<file path="config.mk">
export PLATFORM = sky130hd
export DESIGN_NAME = bf_runctl_flat
export DESIGN_NICKNAME = d
export VERILOG_FILES = /design/src/rtl/bf_runctl_pkg.sv /design/src/rtl/bf_runctl_if.sv /design/src/rtl/bf_runctl.sv /design/src/flat_wrapper.sv
export SDC_FILE = /design/constraint.sdc
export NUM_CORES = 1
export LEC_CHECK = 0
export CORE_MARGIN = 2
export CORE_UTILIZATION = 25
export CTS_CLUSTER_DIAMETER = 50
export DETAILED_ROUTE_END_ITERATION = 10
export GPL_TIMING_DRIVEN = 0
export SLEW_MARGIN = 0
export SYNTH_ARGS = -nofsm -noshare
export SYNTH_HDL_FRONTEND = slang
export SYNTH_SLANG_ARGS = --single-unit
</file>
<file path="constraint.sdc">
create_clock -name clk -period 2 [get_ports clk]
set_input_delay 0.4 -clock clk [delete_from_list [all_inputs] [get_ports clk]]
set_output_delay 0.4 -clock clk [all_outputs]
set_load 0.03 [all_outputs]
</file>
<file path="src/rtl/bf_runctl_pkg.sv">
// bf_runctl shared widths and run-controller state encoding.
// BF_TAPE_CLEAR_EN selects whether a load is followed by a tape wipe.
package bf_runctl_pkg;

  localparam int CADDR_WIDTH = 13;
  localparam int DADDR_WIDTH = 15;
  localparam int DATA_WIDTH  = 8;

  typedef enum logic [2:0] {
    BF_ST_IDLE  = 3'd0,
    BF_ST_LOAD  = 3'd1,
    BF_ST_CLEAR = 3'd2,
    BF_ST_RUN   = 3'd3,
    BF_ST_DONE  = 3'd4
  } bf_state_t;

`ifdef BF_TAPE_CLEAR_EN
  localparam bf_state_t BF_ST_POSTLOAD = BF_ST_CLEAR;
`else
  localparam bf_state_t BF_ST_POSTLOAD = BF_ST_RUN;
`endif

endpackage

</file>
<file path="src/rtl/bf_runctl_if.sv">
// Host program-byte stream into the bf1 run controller.
// Master is the host link, slave is bf_runctl.
interface bf_runctl_if;

  logic       ld_valid;
  logic [7:0] ld_data;
  logic       ld_last;
  logic       ld_ready;

  modport master (
    output ld_valid,
    output ld_data,
    output ld_last,
    input  ld_ready
  );

  modport slave (
    input  ld_valid,
    input  ld_data,
    input  ld_last,
    output ld_ready
  );

endinterface

</file>
<file path="src/rtl/bf_runctl.sv">
// bf1 run controller: program load, optional tape wipe, core run, readback.
// Define BF_TAPE_CLEAR_EN to zero the tape between load and run.
module bf_runctl
  import bf_runctl_pkg::*;
(
  input  logic                   clk,
  input  logic                   resetq,
  bf_runctl_if.slave             ld,
  input  logic                   abort,
  input  logic [DADDR_WIDTH-1:0] host_addr,
  output logic                   code_wr,
  output logic [CADDR_WIDTH-1:0] code_waddr,
  output logic [7:0]             code_wdata,
  output logic                   core_resetq,
  input  logic [CADDR_WIDTH-1:0] core_code_addr,
  input  logic [DADDR_WIDTH-1:0] core_mem_addr,
  input  logic                   core_mem_wr,
  input  logic [DATA_WIDTH-1:0]  core_mem_dout,
  output logic [DADDR_WIDTH-1:0] tape_addr,
  output logic                   tape_wr,
  output logic [DATA_WIDTH-1:0]  tape_dout,
  output logic                   busy,
  output logic                   done,
  output logic                   overflow,
  output logic [CADDR_WIDTH:0]   prog_len,
  output logic [31:0]            run_cycles
);

  bf_state_t              r_state;
  bf_state_t              w_next;
  logic                   r_core_resetq;
  logic                   r_done;
  logic                   r_overflow;
  logic [CADDR_WIDTH:0]   r_prog_len;
  logic [31:0]            r_run_cycles;
`ifdef BF_TAPE_CLEAR_EN
  logic [DADDR_WIDTH-1:0] r_clr_cnt;
  logic                   w_clr;
`endif

  logic w_host;
  logic w_load;
  logic w_run;
  logic w_hs;
  logic w_full;
  logic w_last;
  logic w_ovf;
  logic w_eop;

  assign w_host = (r_state == BF_ST_IDLE)
               || (r_state == BF_ST_DONE);
  assign w_load = (r_state == BF_ST_LOAD);
  assign w_run  = (r_state == BF_ST_RUN);
`ifdef BF_TAPE_CLEAR_EN
  assign w_clr  = (r_state == BF_ST_CLEAR);
`endif

  assign ld.ld_ready = (w_host || w_load) && !abort;
  assign w_hs        = ld.ld_valid && ld.ld_ready;

  // Last code RAM slot forces end of load even without ld_last.
  assign w_full = (r_prog_len[CADDR_WIDTH-1:0] == '1);
  assign w_last = ld.ld_last || (w_load && w_full);
  assign w_ovf  = w_hs && w_load && w_full && !ld.ld_last;

  // A full-size program has no reachable end address.
  assign w_eop = !r_prog_len[CADDR_WIDTH]
              && (core_code_addr == r_prog_len[CADDR_WIDTH-1:0]);

  assign code_wr    = w_hs;
  assign code_wdata = ld.ld_data;
  assign code_waddr = w_load ? r_prog_len[CADDR_WIDTH-1:0] : '0;

  always_comb begin
    w_next = r_state;
    if (abort)
      w_next = BF_ST_IDLE;
    else if (w_hs && w_last)
      w_next = BF_ST_POSTLOAD;
    else if (w_hs)
      w_next = BF_ST_LOAD;
`ifdef BF_TAPE_CLEAR_EN
    else if (w_clr && (r_clr_cnt == '1))
      w_next = BF_ST_RUN;
`endif
    else if (w_run && w_eop)
      w_next = BF_ST_DONE;
  end

  always_ff @(posedge clk or negedge resetq) begin
    if (!resetq) begin
      r_state       <= BF_ST_IDLE;
      r_core_resetq <= 1'b0;
      r_done        <= 1'b0;
      r_overflow    <= 1'b0;
      r_prog_len    <= '0;
      r_run_cycles  <= '0;
`ifdef BF_TAPE_CLEAR_EN
      r_clr_cnt     <= '0;
`endif
    end else begin
      r_state       <= w_next;
      r_core_resetq <= (w_next == BF_ST_RUN);

      if (abort || (w_hs && w_host))
        r_done <= 1'b0;
      else if (w_run && w_eop)
        r_done <= 1'b1;

      if (w_hs && w_host)
        r_prog_len <= 1;
      else if (w_hs)
        r_prog_len <= r_prog_len + 1'b1;

      if (w_hs && w_host)
        r_overflow <= 1'b0;
      else if (w_ovf)
        r_overflow <= 1'b1;

      // Abort freezes the counter, including the aborted RUN cycle.
      if (!abort) begin
        if ((w_next == BF_ST_RUN) && !w_run)
          r_run_cycles <= '0;
        else if (w_run && (r_run_cycles != '1))
          r_run_cycles <= r_run_cycles + 1'b1;
      end

`ifdef BF_TAPE_CLEAR_EN
      if (w_clr)
        r_clr_cnt <= r_clr_cnt + 1'b1;
      else
        r_clr_cnt <= '0;
`endif
    end
  end

  // Core mem_wr is only honoured while the core is out of reset.
  always_comb begin
    tape_addr = host_addr;
    tape_wr   = 1'b0;
    tape_dout = '0;
    unique case (1'b1)
      w_run: begin
        tape_addr = core_mem_addr;
        tape_wr   = core_mem_wr;
        tape_dout = core_mem_dout;
      end
`ifdef BF_TAPE_CLEAR_EN
      w_clr: begin
        tape_addr = r_clr_cnt;
        tape_wr   = 1'b1;
      end
`endif
      default: ;
    endcase
  end

  assign busy = (r_state == BF_ST_LOAD)
             || (r_state == BF_ST_CLEAR)
             || (r_state == BF_ST_RUN);

  assign core_resetq = r_core_resetq;
  assign done        = r_done;
  assign overflow    = r_overflow;
  assign prog_len    = r_prog_len;
  assign run_cycles  = r_run_cycles;

endmodule
</file>
<file path="src/flat_wrapper.sv">
// flat-port wrapper written by rule: the top's interface ports become plain ports
module bf_runctl_flat import bf_runctl_pkg::*;
  (clk, resetq, abort, host_addr, code_wr, code_waddr, code_wdata, core_resetq, core_code_addr, core_mem_addr, core_mem_wr, core_mem_dout, tape_addr, tape_wr, tape_dout, busy, done, overflow, prog_len, run_cycles, ld_ld_valid, ld_ld_data, ld_ld_last, ld_ld_ready);
  bf_runctl_if ld_i ();
  input  logic clk;
  input  logic resetq;
  input  logic abort;
  input  logic [DADDR_WIDTH-1:0] host_addr;
  output logic code_wr;
  output logic [CADDR_WIDTH-1:0] code_waddr;
  output logic [7:0] code_wdata;
  output logic core_resetq;
  input  logic [CADDR_WIDTH-1:0] core_code_addr;
  input  logic [DADDR_WIDTH-1:0] core_mem_addr;
  input  logic core_mem_wr;
  input  logic [DATA_WIDTH-1:0] core_mem_dout;
  output logic [DADDR_WIDTH-1:0] tape_addr;
  output logic tape_wr;
  output logic [DATA_WIDTH-1:0] tape_dout;
  output logic busy;
  output logic done;
  output logic overflow;
  output logic [CADDR_WIDTH:0] prog_len;
  output logic [31:0] run_cycles;
  input wire logic [$bits(ld_i.ld_valid)-1:0] ld_ld_valid;
  input wire logic [$bits(ld_i.ld_data)-1:0] ld_ld_data;
  input wire logic [$bits(ld_i.ld_last)-1:0] ld_ld_last;
  output wire logic [$bits(ld_i.ld_ready)-1:0] ld_ld_ready;
  assign ld_i.ld_valid = ld_ld_valid;
  assign ld_i.ld_data = ld_ld_data;
  assign ld_i.ld_last = ld_ld_last;
  assign ld_ld_ready = ld_i.ld_ready;
  bf_runctl u_core (.clk(clk), .resetq(resetq), .ld(ld_i), .abort(abort), .host_addr(host_addr), .code_wr(code_wr), .code_waddr(code_waddr), .code_wdata(code_wdata), .core_resetq(core_resetq), .core_code_addr(core_code_addr), .core_mem_addr(core_mem_addr), .core_mem_wr(core_mem_wr), .core_mem_dout(core_mem_dout), .tape_addr(tape_addr), .tape_wr(tape_wr), .tape_dout(tape_dout), .busy(busy), .done(done), .overflow(overflow), .prog_len(prog_len), .run_cycles(run_cycles));
endmodule
</file>
# After elaboration in Yosys (flattened, before gate mapping)
# Cells that the tools add are included.
# W data, S select, Z words.
[op_classes]
add_sub_neg = 2
n_mul = 0
div_mod_pow = 0
magnitude_cmp = 0
eq_ne = 8
n_shift = 0
mux = 16
bitwise = 1
n_reduce_logical = 28
[op_table]
columns = ["op", "n"]
rows = [
  ["$mux W32", 2],
  ["$add A32 B1 Y32 const B", 1],
  ["$ne A32 B32 Y1 const B", 1],
  ["$mux W14", 2],
  ["$mux W15", 1],
  ["$add A14 B1 Y14 const B", 1],
  ["$eq A13 B13 Y1", 1],
  ["$eq A13 B13 Y1 const B", 1],
  ["$mux W13", 1],
  ["$logic_and A1 B1 Y1", 12],
  ["$mux W3", 4],
  ["$eq A3 B2 Y1 const B", 3],
  ["$mux W8", 1],
  ["$reduce_bool A2 Y1", 4],
  ["$logic_or A1 B1 Y1", 6],
  ["$mux W1", 5],
  ["$logic_not A1 Y1", 4],
  ["$eq A3 B1 Y1 const B", 1],
  ["$eq A3 B3 Y1 const B", 1],
  ["$logic_not A3 Y1", 1],
  ["$reduce_and A2 Y1", 1],
  ["$not A1 Y1", 1],
]
[word_totals]
register_bits = 52
latch_bits = 0
mem_bits_rw = 0
romBits = 0
out_inout_bits = 97
wordCells = 61
n_memories = 0

# Longest topological paths before layout
# Gate-level depths: netlist (run 1).
[depth]
depth_word = 12
ltp_mapped = 8

# Worst setup path before layout (run 1)
# No wires, ideal clock.
[synth_path]
path_kind = "reg2reg"
startpoint = "reg u_core.r_state[0]"
endpoint = "reg u_core.r_run_cycles[13], in the netlist u_core.run_cycles[13]"
setup_time_ns = 0.138
arrival_ns = 2.202
required_time_ns = 1.862
slack_ns = -0.340
stages_incl_launch_ff = 9
n_path_buf = 2
path_cell_list = "dfrtp_1 > buf_4 > a211oi_2 > nand2_2 > inv_2 > a22oi_1 > buf_2 > o311ai_1 > o41ai_1"
[synth_between]
elab_chain_len = 12
word_cells_on_any_way = 23
[synth_rtl]
columns = ["element", "line", "text"]
rows = [
  ["from (decl)", "bf_runctl.sv:29", "bf_state_t r_state;"],
  ["from (signal assigned)", "bf_runctl.sv:102", "r_state <= w_next;"],
  ["$eq A3 B3 Y1 or $logic_not A3 Y1 (tied branches)", "bf_runctl.sv:51, bf_runctl.sv:50", ""],
  ["$logic_or A1 B1 Y1", "bf_runctl.sv:51", "|| (r_state == BF_ST_DONE);"],
  ["$logic_or A1 B1 Y1 (*)", "bf_runctl.sv:58", "assign ld.ld_ready = (w_host || w_load) && !abort;"],
  ["$logic_and A1 B1 Y1 (*)", "bf_runctl.sv:58", ""],
  ["named net ld_ld_ready", "flat_wrapper.sv:28", "output wire logic [$bits(ld_i.ld_ready)-1:0] ld_ld_ready;"],
  ["$logic_and A1 B1 Y1 (*)", "bf_runctl.sv:59", "assign w_hs = ld.ld_valid && ld.ld_ready;"],
  ["named net code_wr", "flat_wrapper.sv:9", "output logic code_wr;"],
  ["$mux W3 or $logic_and A1 B1 Y1 (tied branches)", "bf_runctl.sv:80, bf_runctl.sv:78", ""],
  ["$mux W3 (*)", "bf_runctl.sv:78", "else if (w_hs && w_last)"],
  ["$mux W3 (*)", "bf_runctl.sv:76", "if (abort)"],
  ["$eq A3 B2 Y1 (*)", "bf_runctl.sv:122", "if ((w_next == BF_ST_RUN) && !w_run)"],
  ["$logic_and A1 B1 Y1 (*)", "bf_runctl.sv:122", ""],
  ["$reduce_bool A2 Y1 (no line)", "n/a", ""],
  ["$reduce_and A2 Y1 (no line)", "n/a", ""],
  ["to (signal assigned)", "bf_runctl.sv:125", "r_run_cycles <= r_run_cycles + 1'b1;"],
  ["to (decl)", "bf_runctl.sv:35", "logic [31:0] r_run_cycles;"],
]
# The timed path passes the listed nets; every way through them passes the cells marked *.
# A chain may end at the register's enable or synchronous reset.

# Final worst setup path (run 1)
[layout_path]
startpoint = "reg u_core.r_state[2]"
endpoint = "reg u_core.r_run_cycles[27], in the netlist u_core.run_cycles[27]"
[layout_between]
elab_chain_len = 12
word_cells_on_any_way = 23
[layout_rtl]
columns = ["element", "line"]
rows = [
  ["$eq A3 B3 Y1 or $logic_not A3 Y1 (tied branches)", "bf_runctl.sv:51, bf_runctl.sv:50"],
  ["$logic_or A1 B1 Y1", "bf_runctl.sv:51"],
  ["$logic_or A1 B1 Y1", "bf_runctl.sv:58"],
  ["$logic_and A1 B1 Y1", "bf_runctl.sv:58"],
  ["$logic_and A1 B1 Y1", "bf_runctl.sv:59"],
  ["$mux W3 or $logic_and A1 B1 Y1 (tied branches)", "bf_runctl.sv:80, bf_runctl.sv:78"],
  ["$mux W3", "bf_runctl.sv:78"],
  ["$mux W3", "bf_runctl.sv:76"],
  ["$eq A3 B2 Y1", "bf_runctl.sv:122"],
  ["$logic_and A1 B1 Y1", "bf_runctl.sv:122"],
  ["$reduce_bool A2 Y1 (no line)", "n/a"],
  ["$reduce_and A2 Y1 (no line)", "n/a"],
]
# Several ways; a longest one is shown, not always the timed one.

==> results.py, run 1 <==
metrics = {
    "timing": {
        "finalHoldWorstSlack_ns": 0.0684,
        "final.setup.worst_slack_ns": -0.0110,
        "final_min_period_over_clock_period": 1.01,
        "finClkSkew_ns": 0.00795,
        "grt_setup_unrepaired": "yes",
        "timing_max_transition_violations_final": 0,
        "max_transition_margin": 0.548,
        "worstMarginPinSlew_ns": 0.675,
        "setup_viol": 1,
        "final_hold_viol_count": 0,
        "max_clock_freq_mhz": 497,
        "period_needed_ns": 2.01,
    },
    "placement": {
        "place.detailed.instances": 753,
        "place_congestion": 0.829,
        "dp.final_hpwl_um": 9170,
        "io_buffer_count": 153,
    },
    "grt": {
        "gr-usage-all-layers": 0.163,
        "via_count_of_the_first_global_routing_pass": 3882,
        "grt_max_degree": 33,
        "grt_pass1_wl_um": 19400,
        "grt_antenna_before_repair": 0,
        "global_route.overflow_total": 0,
    },
    "routing": {
        "drcViolationCount": 0,
        "detail_route.wirelength_um": 12900,
        "drtIter0Drc": 220,
        "dr.pass1.iters": 4,
        "routed_wire_length_per_instance_um": 15.8,
        "antenna_violating_nets_post_route": 0,
        "vias": 4096,
        "drt_via_density": 5.02,
    },
    "power": {
        "comb_power_share": 0.342,
        "ir_drop_v": 0.000335,
        "power_report.internal_total_mw": 2.12,
        "p_sw_frac": 0.323,
        "pwr-share-clk": 0.282,
        "fin_total_pwr_mw": 3.13,
        "power.switching_mw": 1.01,
        "p_per_area_nw_per_um2": 503,
        "seq_power_share": 0.376,
        "leakage_power_total_nw": 2.66,
    },
    "logic_synthesis": {
        "most_area_consuming_cells_after_synthesis": "sky130_fd_sc_hd__dfrtp_1, sky130_fd_sc_hd__nand2_1, sky130_fd_sc_hd__xnor2_1",
        "syn_inst": 419,
        "synth_sequential_area_ratio": 0.373,
        "yosys_register_bits": 52,
        "synthesis.nets": 486,
        "number_of_flops_mapped_to_enable_cells_by_yosys": 0,
        "synth.distinct_cells": 54,
        "synthDominantCellAreaShare": 0.373,
        "async_reset_ff_frac": 1.00,
        "synth-warning-count": 0,
        "ys.flop_type": "sky130_fd_sc_hd__dfrtp_1",
        "avgSynthCellArea_um2": 8.33,
        "synth.largest_area_cell": "sky130_fd_sc_hd__dfrtp_1",
        "syn-cell-area_um2": 3490,
    },
    "finish": {
        "final-instance-count-excl-fill": 816,
        "syn_to_final_growth_pct": 78.5,
        "antenna_cells": 0,
        "n_fill_cell": 1373,
        "number_of_nets_in_the_layout": 702,
        "layout-drive-gt1-share": 0.310,
        "share_of_the_core_filled_with_cells": 0.452,
    },
    "clocking": {
        "clock_tree.root_cell": "sky130_fd_sc_hd__clkbuf_16",
        "cts-root-to-sink-buffers": 2,
        "cts_inserted_buffers": 5,
        "clock_tree_from_tritoncts": "done",
        "clock_latency_ns": 0.30,
        "htreeDepth": 2,
        "clkTransAtPathRegs_ns": 0.07,
        "numClockSinks": 52,
    },
    "die": {
        "floorplan.initialDensity": 0.253,
        "core_region_area_um2": 13800,
        "die_height_um": 122,
        "design.die.area_um2": 14900,
        "ios": 162,
        "std_cell_rows": 43,
        "die_x_um": 122,
    },
    "critical_path": {
        "crit-reg2reg-launch": "u_core.r_state[2]$_DFF_PN0_",
        "worst_ep_arrival_time_ns": 2.19,
        "reg2regPathDepth": 6,
        "r2r-end": "u_core.run_cycles[27]$_DFFE_PN0P_",
        "worstSetupPathType": "flop to flop",
        "endpoint_kind": "flop",
        "reg2reg_setup_slack_ns": -0.01,
        "required_ns": 2.18,
        "worstSetupStartpointType": "flop",
        "crit_fanout": 5,
    },
    "flow_run": {
        "maxCapViolCount": 0,
    },
    "run_status": {
        "status": "complete, but fails checks",
        "failing_checks": "negative setup slack",
    },
    "min_path": {
        "min_path_type": "primary input to async pin",
    },
}
flip-flops by register name (all words and copies together) (netlist names):
signal,cells
u_core.run_cycles,32
u_core.prog_len,14
u_core.r_state,3
u_core.core_resetq,1
u_core.done,1
u_core.overflow,1
final cells by class:
cell class                      instances  area [µm²]  share of cell area
Multi-Input combinational cell        328        2210               0.354
Timing Repair Buffer                  211        2040               0.328
Sequential cell                        52        1320               0.212
Buffer                                 29         248              0.0398
Tap cell                              180         225              0.0362
Clock buffer                            6         139              0.0223
Inverter                                8        37.5             0.00603
Clock inverter                          2        10.0             0.00161
power groups by stage:
stage	Clock, mW	Combinational (mW)	Sequential (mW)
floorplan	0	0.366	1.28
global placement	0	0.849	1.22
detailed placement	0	0.871	1.22
CTS	0.891	0.928	1.20
global route	0.936	1.15	1.19
finish	0.885	1.07	1.18
critical path, stage by stage, from the launching register on:
cell and delay [ns]:
sky130_fd_sc_hd__dfrtp_2 0.45, sky130_fd_sc_hd__nand3b_4 0.21, sky130_fd_sc_hd__buf_12 0.16, sky130_fd_sc_hd__nor3b_4 0.21, sky130_fd_sc_hd__nand4_1 0.23, sky130_fd_sc_hd__o311a_1 0.40, sky130_fd_sc_hd__a211o_1 0.22
synthesized netlist by cell type (2+ instances only):
master / instances
sky130_fd_sc_hd__buf_2: 9
sky130_fd_sc_hd__or3_1: 7
sky130_fd_sc_hd__ha_1: 2
sky130_fd_sc_hd__xor2_1: 4
sky130_fd_sc_hd__a21oi_1: 18
sky130_fd_sc_hd__nor3b_1: 2
sky130_fd_sc_hd__nand4_1: 13
sky130_fd_sc_hd__clkbuf_1: 10
sky130_fd_sc_hd__buf_4: 11
sky130_fd_sc_hd__o31a_1: 2
sky130_fd_sc_hd__and3_1: 10
sky130_fd_sc_hd__and2_1: 24
sky130_fd_sc_hd__dfrtp_1: 52
sky130_fd_sc_hd__nor2_1: 22
sky130_fd_sc_hd__xnor2_1: 18
sky130_fd_sc_hd__mux2i_1: 3
sky130_fd_sc_hd__o211ai_1: 4
sky130_fd_sc_hd__nor3_1: 11
sky130_fd_sc_hd__o21ai_1: 10
sky130_fd_sc_hd__and4_1: 9
sky130_fd_sc_hd__nand2b_1: 2
sky130_fd_sc_hd__or4_1: 14
sky130_fd_sc_hd__o41ai_1: 2
sky130_fd_sc_hd__nand3_1: 25
sky130_fd_sc_hd__o21ai_0: 10
sky130_fd_sc_hd__o311a_1: 2
sky130_fd_sc_hd__nor2b_1: 2
sky130_fd_sc_hd__nand2_1: 72
sky130_fd_sc_hd__nor4_1: 3
sky130_fd_sc_hd__inv_1: 7
sky130_fd_sc_hd__a31oi_1: 3
sky130_fd_sc_hd__o31ai_1: 12
sky130_fd_sc_hd__o311ai_1: 3
cells by family after synthesis:
family / Yosys count / share of synthesized area
xor gates and xnor gates: 22 / 0.0552
muxes: 3 / 0.00861
AOI/OAI and AO/OA: 77 / 0.148
adders and majority gates: 2 / 0.00717
and+or+nand+nor: 224 / 0.349
buffers and inverters: 39 / 0.0592
DFF: 52 / 0.373
routing by layer:
metal	GRT usage	vias to the layer above	part of all wire
met2	0.283	152	0.51
li1	-	1940	-
met1	0.199	1981	0.40
met3	0.0276	23	0.064
met4	0.0654	0	0.023
met5	0	-	0
repair_timing:
| action | CTS | global route |
|---|---|---|
| cloned | 2 | 0 |
| gates resized for setup | 272 | 100 |
| pin swaps | 10 | 9 |
| hold buffers | 0 | 0 |
| endpoints found under the setup margin | 87 | 70 |
| setup buffers | 26 | 29 |
worst max path at each step:
stage | startpoint | endpoint | slack, ns | cells after the start
finish | u_core.r_state[2]$_DFF_PN0_ | u_core.run_cycles[27]$_DFFE_PN0P_ | -0.01 | 6
detailed placement | abort | code_wr | -0.86 | 5
floorplan | u_core.run_cycles[3]$_DFFE_PN0P_ | u_core.run_cycles[27]$_DFFE_PN0P_ | 0.007 | 7
global route | u_core.r_state[2]$_DFF_PN0_ | u_core.run_cycles[27]$_DFFE_PN0P_ | -0.09 | 6
global placement | resetq | u_core.prog_len[0]$_DFFE_PN0P_ | -1.35 | 1
CTS | u_core.r_state[2]$_DFF_PN0_ | code_wr | -0.02 | 6
through the flow:
stage | setup WS [ns] | cell area, µm² | TNS [ns]
2_1_floorplan | 0.00664 | 3550 | 0
3_3_place_gp | -1.35 | 5310 | -109.49
3_5_place_dp | -0.857 | 5320 | -51.19
4_1_cts | -0.0199 | 5790 | -0.0487
5_1_grt | -0.0898 | 6230 | -0.878
6_report | -0.0110 | 6230 | -0.0110
placed cells by master, fill, tap and decap left out, types with 3 or more instances in the layout:
cell type	n
sky130_fd_sc_hd__clkdlybuf4s50_1	110
sky130_fd_sc_hd__nand2_1	66
sky130_fd_sc_hd__buf_4	59
sky130_fd_sc_hd__buf_6	47
sky130_fd_sc_hd__dfrtp_1	39
sky130_fd_sc_hd__nand3_1	23
sky130_fd_sc_hd__nor2_1	20
sky130_fd_sc_hd__xnor2_1	18
sky130_fd_sc_hd__a21oi_1	17
sky130_fd_sc_hd__and2_1	13
sky130_fd_sc_hd__nand4_1	13
sky130_fd_sc_hd__or4_1	13
sky130_fd_sc_hd__dfrtp_2	13
sky130_fd_sc_hd__o31ai_1	12
sky130_fd_sc_hd__and2_4	11
sky130_fd_sc_hd__o21ai_0	10
sky130_fd_sc_hd__o21ai_1	9
sky130_fd_sc_hd__nor3_1	8
sky130_fd_sc_hd__buf_2	7
sky130_fd_sc_hd__inv_1	7
sky130_fd_sc_hd__and3_1	7
sky130_fd_sc_hd__or3_1	7
sky130_fd_sc_hd__nand2_2	6
sky130_fd_sc_hd__and4_1	5
sky130_fd_sc_hd__clkbuf_16	5
sky130_fd_sc_hd__xor2_1	4
sky130_fd_sc_hd__buf_8	4
sky130_fd_sc_hd__o211ai_1	4
sky130_fd_sc_hd__nor3_2	4
sky130_fd_sc_hd__clkbuf_2	3
sky130_fd_sc_hd__clkbuf_1	3
sky130_fd_sc_hd__and4_4	3
sky130_fd_sc_hd__mux2i_1	3
sky130_fd_sc_hd__o311ai_1	3
sky130_fd_sc_hd__nor4_1	3
sky130_fd_sc_hd__buf_12	3
Power figures use the tool's default switching activity.
==> run 2, diff against run 1 <==
- CORE_UTILIZATION: 25 -> 35
- CTS_CLUSTER_SIZE: default -> 12
- PLACE_DENSITY: default -> 0.73
==> run 2 against run 1 <==
The flow still finishes with violations (negative setup slack). Core utilization grew 21 points. Sequential power is essentially flat. Routed wire length grew 5.8%. Largest cell class unchanged. Highest routed layer unchanged.
==> results.py, run 2 (synthesis results as in run 1) <==
metrics = {
    "die": {
        "ios": 162,
        "std_cell_rows": 36,
        "die_x_um": 104,
        "floorplan.initialDensity": 0.359,
        "die_height_um": 104,
        "design.die.area_um2": 10800,
        "core_region_area_um2": 9730,
    },
    "clocking": {
        "clock_tree.root_cell": "sky130_fd_sc_hd__clkbuf_8",
        "clock_tree_from_tritoncts": "done",
        "cts-root-to-sink-buffers": 2,
        "clkTransAtPathRegs_ns": 0.10,
        "numClockSinks": 52,
        "cts_inserted_buffers": 5,
        "htreeDepth": 2,
        "clock_latency_ns": 0.32,
        "postCtsHoldBufs": 0,
    },
    "flow_run": {
        "maxCapViolCount": 0,
    },
    "finish": {
        "non_filler_cell_area_final_um2": 6420,
        "multi_input_comb_area_um2": 2280,
        "n_fill_cell": 734,
        "layout_common_cells": "sky130_fd_sc_hd__clkdlybuf4s50_1, sky130_fd_sc_hd__nand2_1, sky130_fd_sc_hd__buf_4, sky130_fd_sc_hd__buf_6, sky130_fd_sc_hd__dfrtp_1",
        "layout.area.seq_um2": 1330,
        "number_of_nets_in_the_layout": 718,
        "syn_to_final_growth_pct": 84.0,
        "final-instance-count-excl-fill": 784,
        "layout-drive-gt1-share": 0.359,
        "largest_register_ff_count": 32,
        "final_common_cell": "sky130_fd_sc_hd__clkdlybuf4s50_1",
        "antenna_cells": 0,
    },
    "critical_path": {
        "critical_path.top_delay_family": "buffers and inverters",
        "crit_fanout": 6,
        "cell_chain_critical_path": "buf_6, buf_12, a211oi_4, buf_6, and4_4, a22oi_2, buf_4, o311ai_1, nand3_1",
        "worst_ep_arrival_time_ns": 2.29,
        "worst_path_max_delay_cell": "sky130_fd_sc_hd__dfrtp_1",
        "required_ns": 2.18,
        "worstSetupPathType": "flop to flop",
        "endpoint_kind": "flop",
        "worstSetupStartpointType": "flop",
        "timing.critical_path.slowest_cell_delay_ns": 0.39,
        "critPathBufInv": 4,
        "crit_top_cell": "sky130_fd_sc_hd__buf_6",
    },
    "timing": {
        "period_needed_ns": 2.11,
        "max_transition_margin": 0.557,
        "grt_setup_unrepaired": "yes",
        "final.setup.worst_slack_ns": -0.107,
        "finalHoldWorstSlack_ns": 0.0386,
        "finClkSkew_ns": 0.00818,
        "tns_ns": -1.67,
        "max_clock_freq_mhz": 475,
        "setup_viol": 43,
        "timing_max_transition_violations_final": 0,
        "final_hold_viol_count": 0,
        "worstMarginPinSlew_ns": 0.659,
        "final_min_period_over_clock_period": 1.05,
    },
    "routing": {
        "detail_route.wirelength_um": 13600,
        "dr.pass1.iters": 6,
        "drtIter0Drc": 315,
        "antenna_violating_nets_post_route": 0,
        "drt_via_density": 5.53,
        "drcViolationCount": 0,
        "vias": 4334,
        "routed_wire_length_per_instance_um": 17.4,
    },
    "power": {
        "p_per_area_nw_per_um2": 502,
        "fin_total_pwr_mw": 3.22,
        "ir_drop_v": 0.000334,
        "leakage_power_total_nw": 2.82,
    },
    "grt": {
        "grt_antenna_before_repair": 0,
        "grt_pass1_wl_um": 19800,
        "via_count_of_the_first_global_routing_pass": 4160,
        "global_route.overflow_total": 0,
        "gr-usage-all-layers": 0.222,
        "grt_max_degree": 34,
    },
    "placement": {
        "place.detailed.instances": 706,
        "place_congestion": 0.831,
        "io_buffer_count": 153,
        "place_area_um2": 5260,
        "dp.final_hpwl_um": 8560,
    },
    "min_path": {
        "min_path_type": "primary input to async pin",
    },
    "run_status": {
        "failing_checks": "negative setup slack",
        "status": "complete, but fails checks",
    },
}
run 2: changes by cell type in the layout (fill, tap and decap cells not counted), sizes merged:
| cell | before | now |
|---|---|---|
| dlymetal6s2s | 1 | 3 |
| clkdlybuf4s50 | 110 | 108 |
| buf | 120 | 133 |
| clkinv | 2 | 0 |
| bufinv | 0 | 2 |
| dlygate4sd2 | 1 | 2 |
| clkbuf | 14 | 15 |
run 2: report_power, final:
| part | switching [mW] | total (mW) | internal (mW) |
|---|---|---|---|
| Combinational | 0.588 | 1.18 | 0.594 |
| Sequential | 0.0765 | 1.18 | 1.11 |
| Clock | 0.365 | 0.858 | 0.493 |
run 2: timing repair:
action                                  CTS  global route
gates resized for setup                 303            96
pin swaps                                 7            32
endpoints found under the hold margin     0             0
cloned                                    3             3
setup buffers                            31            35
endpoints found under the setup margin   80            78
run 2: worst paths after layout:
kind | from | slack [ns] | cells after the start | to
worst max-delay path | u_core.r_state[0]$_DFF_PN0_ | -0.11 | 9 | u_core.run_cycles[10]$_DFFE_PN0P_
worst min-delay path | resetq | 0.04 | 1 | u_core.prog_len[5]$_DFFE_PN0P_
max in group asynchronous | resetq | 1.39 | 2 | u_core.run_cycles[9]$_DFFE_PN0P_
min in group clk | u_core.overflow$_DFFE_PN0P_ | 0.50 | 2 | u_core.overflow$_DFFE_PN0P_
worst min register to register | u_core.overflow$_DFFE_PN0P_ | 0.50 | 2 | u_core.overflow$_DFFE_PN0P_
worst max register to register | u_core.r_state[0]$_DFF_PN0_ | -0.11 | 9 | u_core.run_cycles[10]$_DFFE_PN0P_
run 2: cell type report:
type                            count  area share
Buffer                             30      0.0413
Clock buffer                        5      0.0107
Clock inverter                      2     0.00936
Inverter                            8     0.00585
Multi-Input combinational cell    328       0.356
Sequential cell                    52       0.207
Tap cell                          133      0.0259
Timing Repair Buffer              226       0.345
run 2: stage by stage:
stage	setup slack (ns)	util
finish	-0.107	0.660
global route	-0.159	0.660
CTS	-0.132	0.598
detailed placement	-0.821	0.541
global placement	-1.31	0.539
floorplan	0.00664	-
run 2: per-layer routing:
layer | GRT usage | part of all wire
met5 | 0 | 0
met1 | 0.267 | 0.39
met2 | 0.394 | 0.51
met4 | 0.0792 | 0.027
met3 | 0.0434 | 0.076
